[src/rtl/set_assoc_cache.sv]
// N-way, M-set associative word cache with valid/ready handshake, per-set round-robin
// replacement and multi-cycle flush. Define SET_ASSOC_CACHE_STATS_EN for hit/miss counters.
module set_assoc_cache #(
    parameter int unsigned ADDR_W = 8,
    parameter int unsigned DATA_W = 32,
    parameter int unsigned WAYS   = 2,
    parameter int unsigned SETS   = 4
) (
    input  logic              clock,
    input  logic              reset_n,
    input  logic              req_valid,
    output logic              req_ready,
    input  logic              req_write,
    input  logic [ADDR_W-1:0] req_addr,
    input  logic [DATA_W-1:0] req_data,
    output logic              resp_valid,
    input  logic              resp_ready,
    output logic              resp_hit,
    output logic [DATA_W-1:0] resp_data,
    input  logic              flush,
    output logic              flush_busy
`ifdef SET_ASSOC_CACHE_STATS_EN
    ,
    output logic [15:0]       stat_hits,
    output logic [15:0]       stat_misses
`endif
);

    localparam int unsigned IDX_W = $clog2(SETS);
    localparam int unsigned TAG_W = ADDR_W - IDX_W;
    localparam int unsigned WAY_W = (WAYS > 1) ? $clog2(WAYS) : 1;

    typedef enum logic [1:0] {StIdle, StLookup, StResp, StFlush} state_e;

    state_e             state_q, state_d;
    logic               flush_pend_q, flush_pend_d;
    logic [IDX_W-1:0]   flush_idx_q, flush_idx_d;
    logic               wr_q, wr_d;
    logic [ADDR_W-1:0]  addr_q, addr_d;
    logic [DATA_W-1:0]  wdata_q, wdata_d;
    logic               resp_hit_q, resp_hit_d;
    logic [DATA_W-1:0]  resp_data_q, resp_data_d;
    logic [WAYS-1:0]    valid_q [SETS];
    logic [WAYS-1:0]    valid_d [SETS];
    logic [WAY_W-1:0]   rr_q [SETS];
    logic [WAY_W-1:0]   rr_d [SETS];
    logic [TAG_W-1:0]   tag_q [SETS][WAYS];
    logic [DATA_W-1:0]  data_q [SETS][WAYS];

    logic [IDX_W-1:0]   set_idx;
    logic [TAG_W-1:0]   req_tag;
    logic               hit, has_inv, line_we, ready_int;
    logic [WAY_W-1:0]   hit_way, inv_way, line_way, rr_inc;

    assign set_idx = addr_q[IDX_W-1:0];
    assign req_tag = addr_q[ADDR_W-1:IDX_W];

    // Descending scan so the lowest matching / lowest invalid way wins.
    always_comb begin
        hit     = 1'b0;
        hit_way = '0;
        has_inv = 1'b0;
        inv_way = '0;
        for (int w = WAYS - 1; w >= 0; w--) begin
            if (valid_q[set_idx][w] && (tag_q[set_idx][w] == req_tag)) begin
                hit     = 1'b1;
                hit_way = WAY_W'(w);
            end
            if (!valid_q[set_idx][w]) begin
                has_inv = 1'b1;
                inv_way = WAY_W'(w);
            end
        end
    end

    assign rr_inc   = (rr_q[set_idx] == WAY_W'(WAYS - 1)) ? '0 : rr_q[set_idx] + 1'b1;
    assign line_way = hit ? hit_way : (has_inv ? inv_way : rr_q[set_idx]);

    always_comb begin
        state_d      = state_q;
        flush_pend_d = flush_pend_q;
        flush_idx_d  = flush_idx_q;
        wr_d         = wr_q;
        addr_d       = addr_q;
        wdata_d      = wdata_q;
        resp_hit_d   = resp_hit_q;
        resp_data_d  = resp_data_q;
        valid_d      = valid_q;
        rr_d         = rr_q;
        line_we      = 1'b0;
        ready_int    = 1'b0;
        case (state_q)
            StIdle: begin
                if (flush || flush_pend_q) begin
                    state_d      = StFlush;
                    flush_pend_d = 1'b0;
                    flush_idx_d  = '0;
                end else begin
                    ready_int = 1'b1;
                    if (req_valid) begin
                        wr_d    = req_write;
                        addr_d  = req_addr;
                        wdata_d = req_data;
                        state_d = StLookup;
                    end
                end
            end
            StLookup: begin
                if (flush) flush_pend_d = 1'b1;
                resp_hit_d  = hit;
                resp_data_d = (!wr_q && hit) ? data_q[set_idx][hit_way] : '0;
                if (wr_q) begin
                    line_we                    = 1'b1;
                    valid_d[set_idx][line_way] = 1'b1;
                    if (!hit && !has_inv) rr_d[set_idx] = rr_inc;
                end
                state_d = StResp;
            end
            StResp: begin
                if (flush) flush_pend_d = 1'b1;
                if (resp_ready) begin
                    state_d     = StIdle;
                    resp_hit_d  = 1'b0;
                    resp_data_d = '0;
                end
            end
            StFlush: begin
                valid_d[flush_idx_q] = '0;
                for (int s = 0; s < SETS; s++) rr_d[s] = '0;
                if (flush_idx_q == IDX_W'(SETS - 1)) state_d = StIdle;
                else flush_idx_d = flush_idx_q + 1'b1;
            end
            default: state_d = StIdle;
        endcase
    end

    always_ff @(posedge clock or negedge reset_n) begin
        if (!reset_n) begin
            state_q      <= StIdle;
            flush_pend_q <= 1'b0;
            flush_idx_q  <= '0;
            wr_q         <= 1'b0;
            addr_q       <= '0;
            wdata_q      <= '0;
            resp_hit_q   <= 1'b0;
            resp_data_q  <= '0;
            for (int s = 0; s < SETS; s++) begin
                valid_q[s] <= '0;
                rr_q[s]    <= '0;
            end
        end else begin
            state_q      <= state_d;
            flush_pend_q <= flush_pend_d;
            flush_idx_q  <= flush_idx_d;
            wr_q         <= wr_d;
            addr_q       <= addr_d;
            wdata_q      <= wdata_d;
            resp_hit_q   <= resp_hit_d;
            resp_data_q  <= resp_data_d;
            valid_q      <= valid_d;
            rr_q         <= rr_d;
        end
    end

    // Line payload needs no reset; the valid bits gate every use of it.
    always_ff @(posedge clock) begin
        if (line_we) begin
            tag_q[set_idx][line_way]  <= req_tag;
            data_q[set_idx][line_way] <= wdata_q;
        end
    end

    assign req_ready  = ready_int & reset_n;
    assign resp_valid = (state_q == StResp);
    assign resp_hit   = resp_hit_q;
    assign resp_data  = resp_data_q;
    assign flush_busy = flush_pend_q | (state_q == StFlush);

`ifdef SET_ASSOC_CACHE_STATS_EN
    logic [15:0] hits_q, hits_d, misses_q, misses_d;

    always_comb begin
        hits_d   = hits_q;
        misses_d = misses_q;
        if (state_q == StFlush && flush_idx_q == '0) begin
            hits_d   = '0;
            misses_d = '0;
        end else if (state_q == StLookup) begin
            if (hit && hits_q != 16'hFFFF) hits_d = hits_q + 16'd1;
            if (!hit && misses_q != 16'hFFFF) misses_d = misses_q + 16'd1;
        end
    end

    always_ff @(posedge clock or negedge reset_n) begin
        if (!reset_n) begin
            hits_q   <= '0;
            misses_q <= '0;
        end else begin
            hits_q   <= hits_d;
            misses_q <= misses_d;
        end
    end

    assign stat_hits   = hits_q;
    assign stat_misses = misses_q;
`endif

endmodule

[config.mk]
export PLATFORM = sky130hd
export DESIGN_NAME = set_assoc_cache
export DESIGN_NICKNAME = d
export VERILOG_FILES = /design/src/rtl/set_assoc_cache.sv
export SDC_FILE = /design/constraint.sdc
export NUM_CORES = 1
export LEC_CHECK = 0
export CAP_MARGIN = 5
export CORE_ASPECT_RATIO = 1.25
export CORE_MARGIN = 10
export CORE_UTILIZATION = 59
export DETAILED_ROUTE_END_ITERATION = 16
export PLACE_DENSITY_LB_ADDON = 0.05
export SYNTH_ARGS = -nofsm -noshare
export SYNTH_HDL_FRONTEND = slang
export SYNTH_SLANG_ARGS = --single-unit
[constraint.sdc]
create_clock -name clock -period 5.72 [get_ports clock]
set_clock_uncertainty 0.15 [all_clocks]
set_input_delay 0.572 -clock clock [delete_from_list [all_inputs] [get_ports clock]]
set_output_delay 0.572 -clock clock [all_outputs]
set_load 0.02 [all_outputs]
==> run_results.csv <==
group,metric,value,unit
sta,drv_slew,0,
sta,finalCritPeriodShare,80.87,%
pwr,seq_power_share,51.2,%
yosys,synth_cell_types,51,
clocking,clock-sinks,395,
cells_and_area,drive_above_1_share,21.60,%
pwr,p_clk_share,27.2,%
worst_setup_path,crit_required,5.70,ns
clocking,cts_hold_buffers,1,
sta,setup_viol,0,
yosys,ys_ff_latch,395,
sta,setup_ws,1.094,ns
worst_setup_path,arrival,4.61,ns
drt,viasPerCell,6.209,
sta,relSlewSlack,21.57,%
yosys,synth_warnings,0,
clocking,clk_latency,0.51,ns
placement,io_buffers,81,
placement,dp_slack,1.098,ns
yosys,synth_area_leader_cell,"edfxtp_1",
pwr,combPwrFrac,21.6,%
yosys,synth_edf_count,304,
yosys,syn_inst,828,
worst_setup_path,cp_slowest_stage_delay,1.12,ns
worst_hold_path,worstHoldStart,"valid_q[7]",
worst_setup_path,endpoint_kind,"register",
cells_and_area,fin_cells,1289,
worst_setup_path,r2r-start,"addr_q[1]",
floorplan,dieWidth,164.7,um
clocking,clkSlewWorstSetupHoldPaths,0.06,ns
worst_hold_path,min_path_type,"reg -> reg",
floorplan,start_util,59.55,%
floorplan,die_h,200.9,um
clocking,cts_buffer_depth,3,
grt,grt_usage,19.82,%
yosys,synth_top_area_share,59.12,%
floorplan,fp.dieArea,0.03308,sq mm
worst_setup_path,crit_path_cell_trace,"mux2_4 -> a22oi_1 -> o211ai_1 -> a21oi_1 -> nand4_1 -> a21oi_1 -> and3_2",
floorplan,num_rows,66,
cells_and_area,diodes,0,
sta,rsz0062_at_grt,"false",
drt,ant_nets,0,
worst_setup_path,slowest_stage,"dfrtp_4",
worst_setup_path,cp_common_cell,"a21oi_1",
drt,wl_per_cell,25.02,um
floorplan,design.core.area,0.02593,sq mm
placement,dpl-instance-area,0.01665,sq mm
grt,grt_remaining_overflow,0,
worst_setup_path,reg2regPathDepth,7,
pwr,power,8.575,mW
cells_and_area,syn_to_final_growth,15.41,%
worst_setup_path,crit_path_start_kind,"register",
sta,tightestPinTransition,1.177,ns
cells_and_area,final_core_util,68.73,%
cells_and_area,fin_nets,974,
drt,dr.pass1.iters,5,
cells_and_area,final_area,0.01782,sq mm
job,drv_cap,0,
pwr,swShare,29.92,%
yosys,synthesis.nets,882,
pwr,p_per_area,481.2,mW/mm^2
grt,grt_pass1_wl,50.90,mm
drt,drtIter0Drc,536,
yosys,synth_area,0.01544,sq mm
cells_and_area,layout_commonest_cell,"edfxtp_1",
clocking,cts_tree,"yes",
clocking,clock-root-buffer,"clkbuf_16",
grt,grt_pass1_vias,8582,
pwr,p_int,6.010,mW
drt,route.detailed.drc,0,
worst_setup_path,worstSetupStartpoint,"addr_q[1]",
worst_setup_path,crit_type,"reg -> reg",
pwr,p_sw,2.566,mW
outcome,status,"finished clean",
drt,drt-total-wl,32.25,mm
yosys,synthArstFlopShare,23.04,%
pwr,p_leak,6.197,nW
placement,hpwl,18.68,mm
sta,whs,0.3619,ns
yosys,synth_seq_area_share,73.86,%
sta,final_hold_viol_count,0,
floorplan,boundaryPins,82,
clocking,post_cts_buffers,0,
clocking,cts-buffers-inserted,38,
clocking,cts_resized,0,
sta,fmax,216.2,MHz
worst_hold_path,hold_depth,2,
pwr,vdd_ir_drop_max,0.0003250,V
grt,grt_max_degree,70,
clocking,htree_levels,2,
placement,gp_congestion,0.8813,
placement,dp.cells,1219,
yosys,synth_area_leaders,"edfxtp_1, dfrtp_1, mux4_2, mux2_2, a32oi_1",
grt,grt_antenna_before_repair,0,
cells_and_area,nFillCells,1715,
yosys,avgSynthCellArea,18.65,sq um
cells_and_area,final_cell_mix,"edfxtp_1, dfrtp_1, clkdlybuf4s50_1",
sta,fin_setup_tns,0,ns
drt,route.vias.total,8003,
worst_setup_path,critPathMaxFanout,69,
sta,post-route-min-period,4.626,ns
yosys,synth_flop_cell,"edfxtp_1",
-- flip-flops by register name, summed over array words and instances (netlist names) --
register and count:
data_q 256, tag_q 48, resp_data 32, wdata_q 32, addr_q 8, valid_q 8
rr_q 4, flush_idx_q 2, state_q 2, flush_pend_q 1, resp_hit 1, wr_q 1
-- synthesized netlist by cell type (all sizes together) (3+ instances only) --
library cell    n
edfxtp        304
dfrtp          91
mux4           69
o21ai          48
inv            43
mux2           40
a32oi          31
nand2          29
buf            25
clkbuf         19
mux2i          19
nor2           12
nand3          11
xnor2          10
ha              8
nor3            6
a21oi           5
nor2b           5
a21boi          4
a22o            4
and2            4
nand4           4
a221o           3
a22oi           3
and3            3
nand2b          3
-- cell type report --
| class | count | area (sq um) | share of cell area (%) |
|---|---|---|---|
| clock inverters | 14 | 80.08 | 0.4493 |
| well taps | 340 | 425.4 | 2.387 |
| repair buffers | 96 | 935.9 | 5.251 |
| flip-flops and latches | 395 | 11410 | 64.04 |
| clock buffers | 55 | 1086 | 6.094 |
| inverters | 43 | 161.4 | 0.9056 |
| multi-input cells | 346 | 3720 | 20.87 |
-- worst max-delay path, delay by kind of cell, from the launching register on --
family | cells | cell delay (ns)
DFF | 1 | 1.12
muxes | 1 | 0.37
AOI/OAI and AO/OA | 4 | 1.00
and+or+nand+nor | 2 | 1.51
-- logic make-up after synthesis --
kind of cell,synth area share (%)
compound gates,5.226
xor+xnor,0.6806
fa+ha+maj,0.6482
buf+inv,2.479
flops,73.86
mux,14.26
simple gates,2.844
-- path summary, 6_finish.rpt --
check                                      end  slack, ns
worst max-delay path             data_q[3][48]       1.09
worst min-delay path                valid_q[7]       0.36
worst max register to register   data_q[3][48]       1.09
worst min register to register      valid_q[7]       0.36
max in group asynchronous          wdata_q[12]       3.87
min in group asynchronous       flush_idx_q[1]       0.48
-- per-layer routing --
metal  vias to the layer above  GRT usage, %  part of all wire, %
li1                       3464             -                    -
met1                      4225         26.43                   41
met4                         0         5.387                  2.0
met5                         -             0                    0
met3                        59         3.406                  5.1
met2                       255         33.01                   52
-- power groups by stage --
stage,clock network [mW],registers (mW),logic (mW)
2_1_floorplan,0,4.07,1.55
3_3_place_gp,0,4.41,1.81
3_5_place_dp,0,4.46,1.86
4_1_cts,2.37,4.40,1.88
5_1_grt,2.49,4.47,2.01
6_report,2.33,4.39,1.85
No activity file was read; power rests on OpenSTA's default activity.
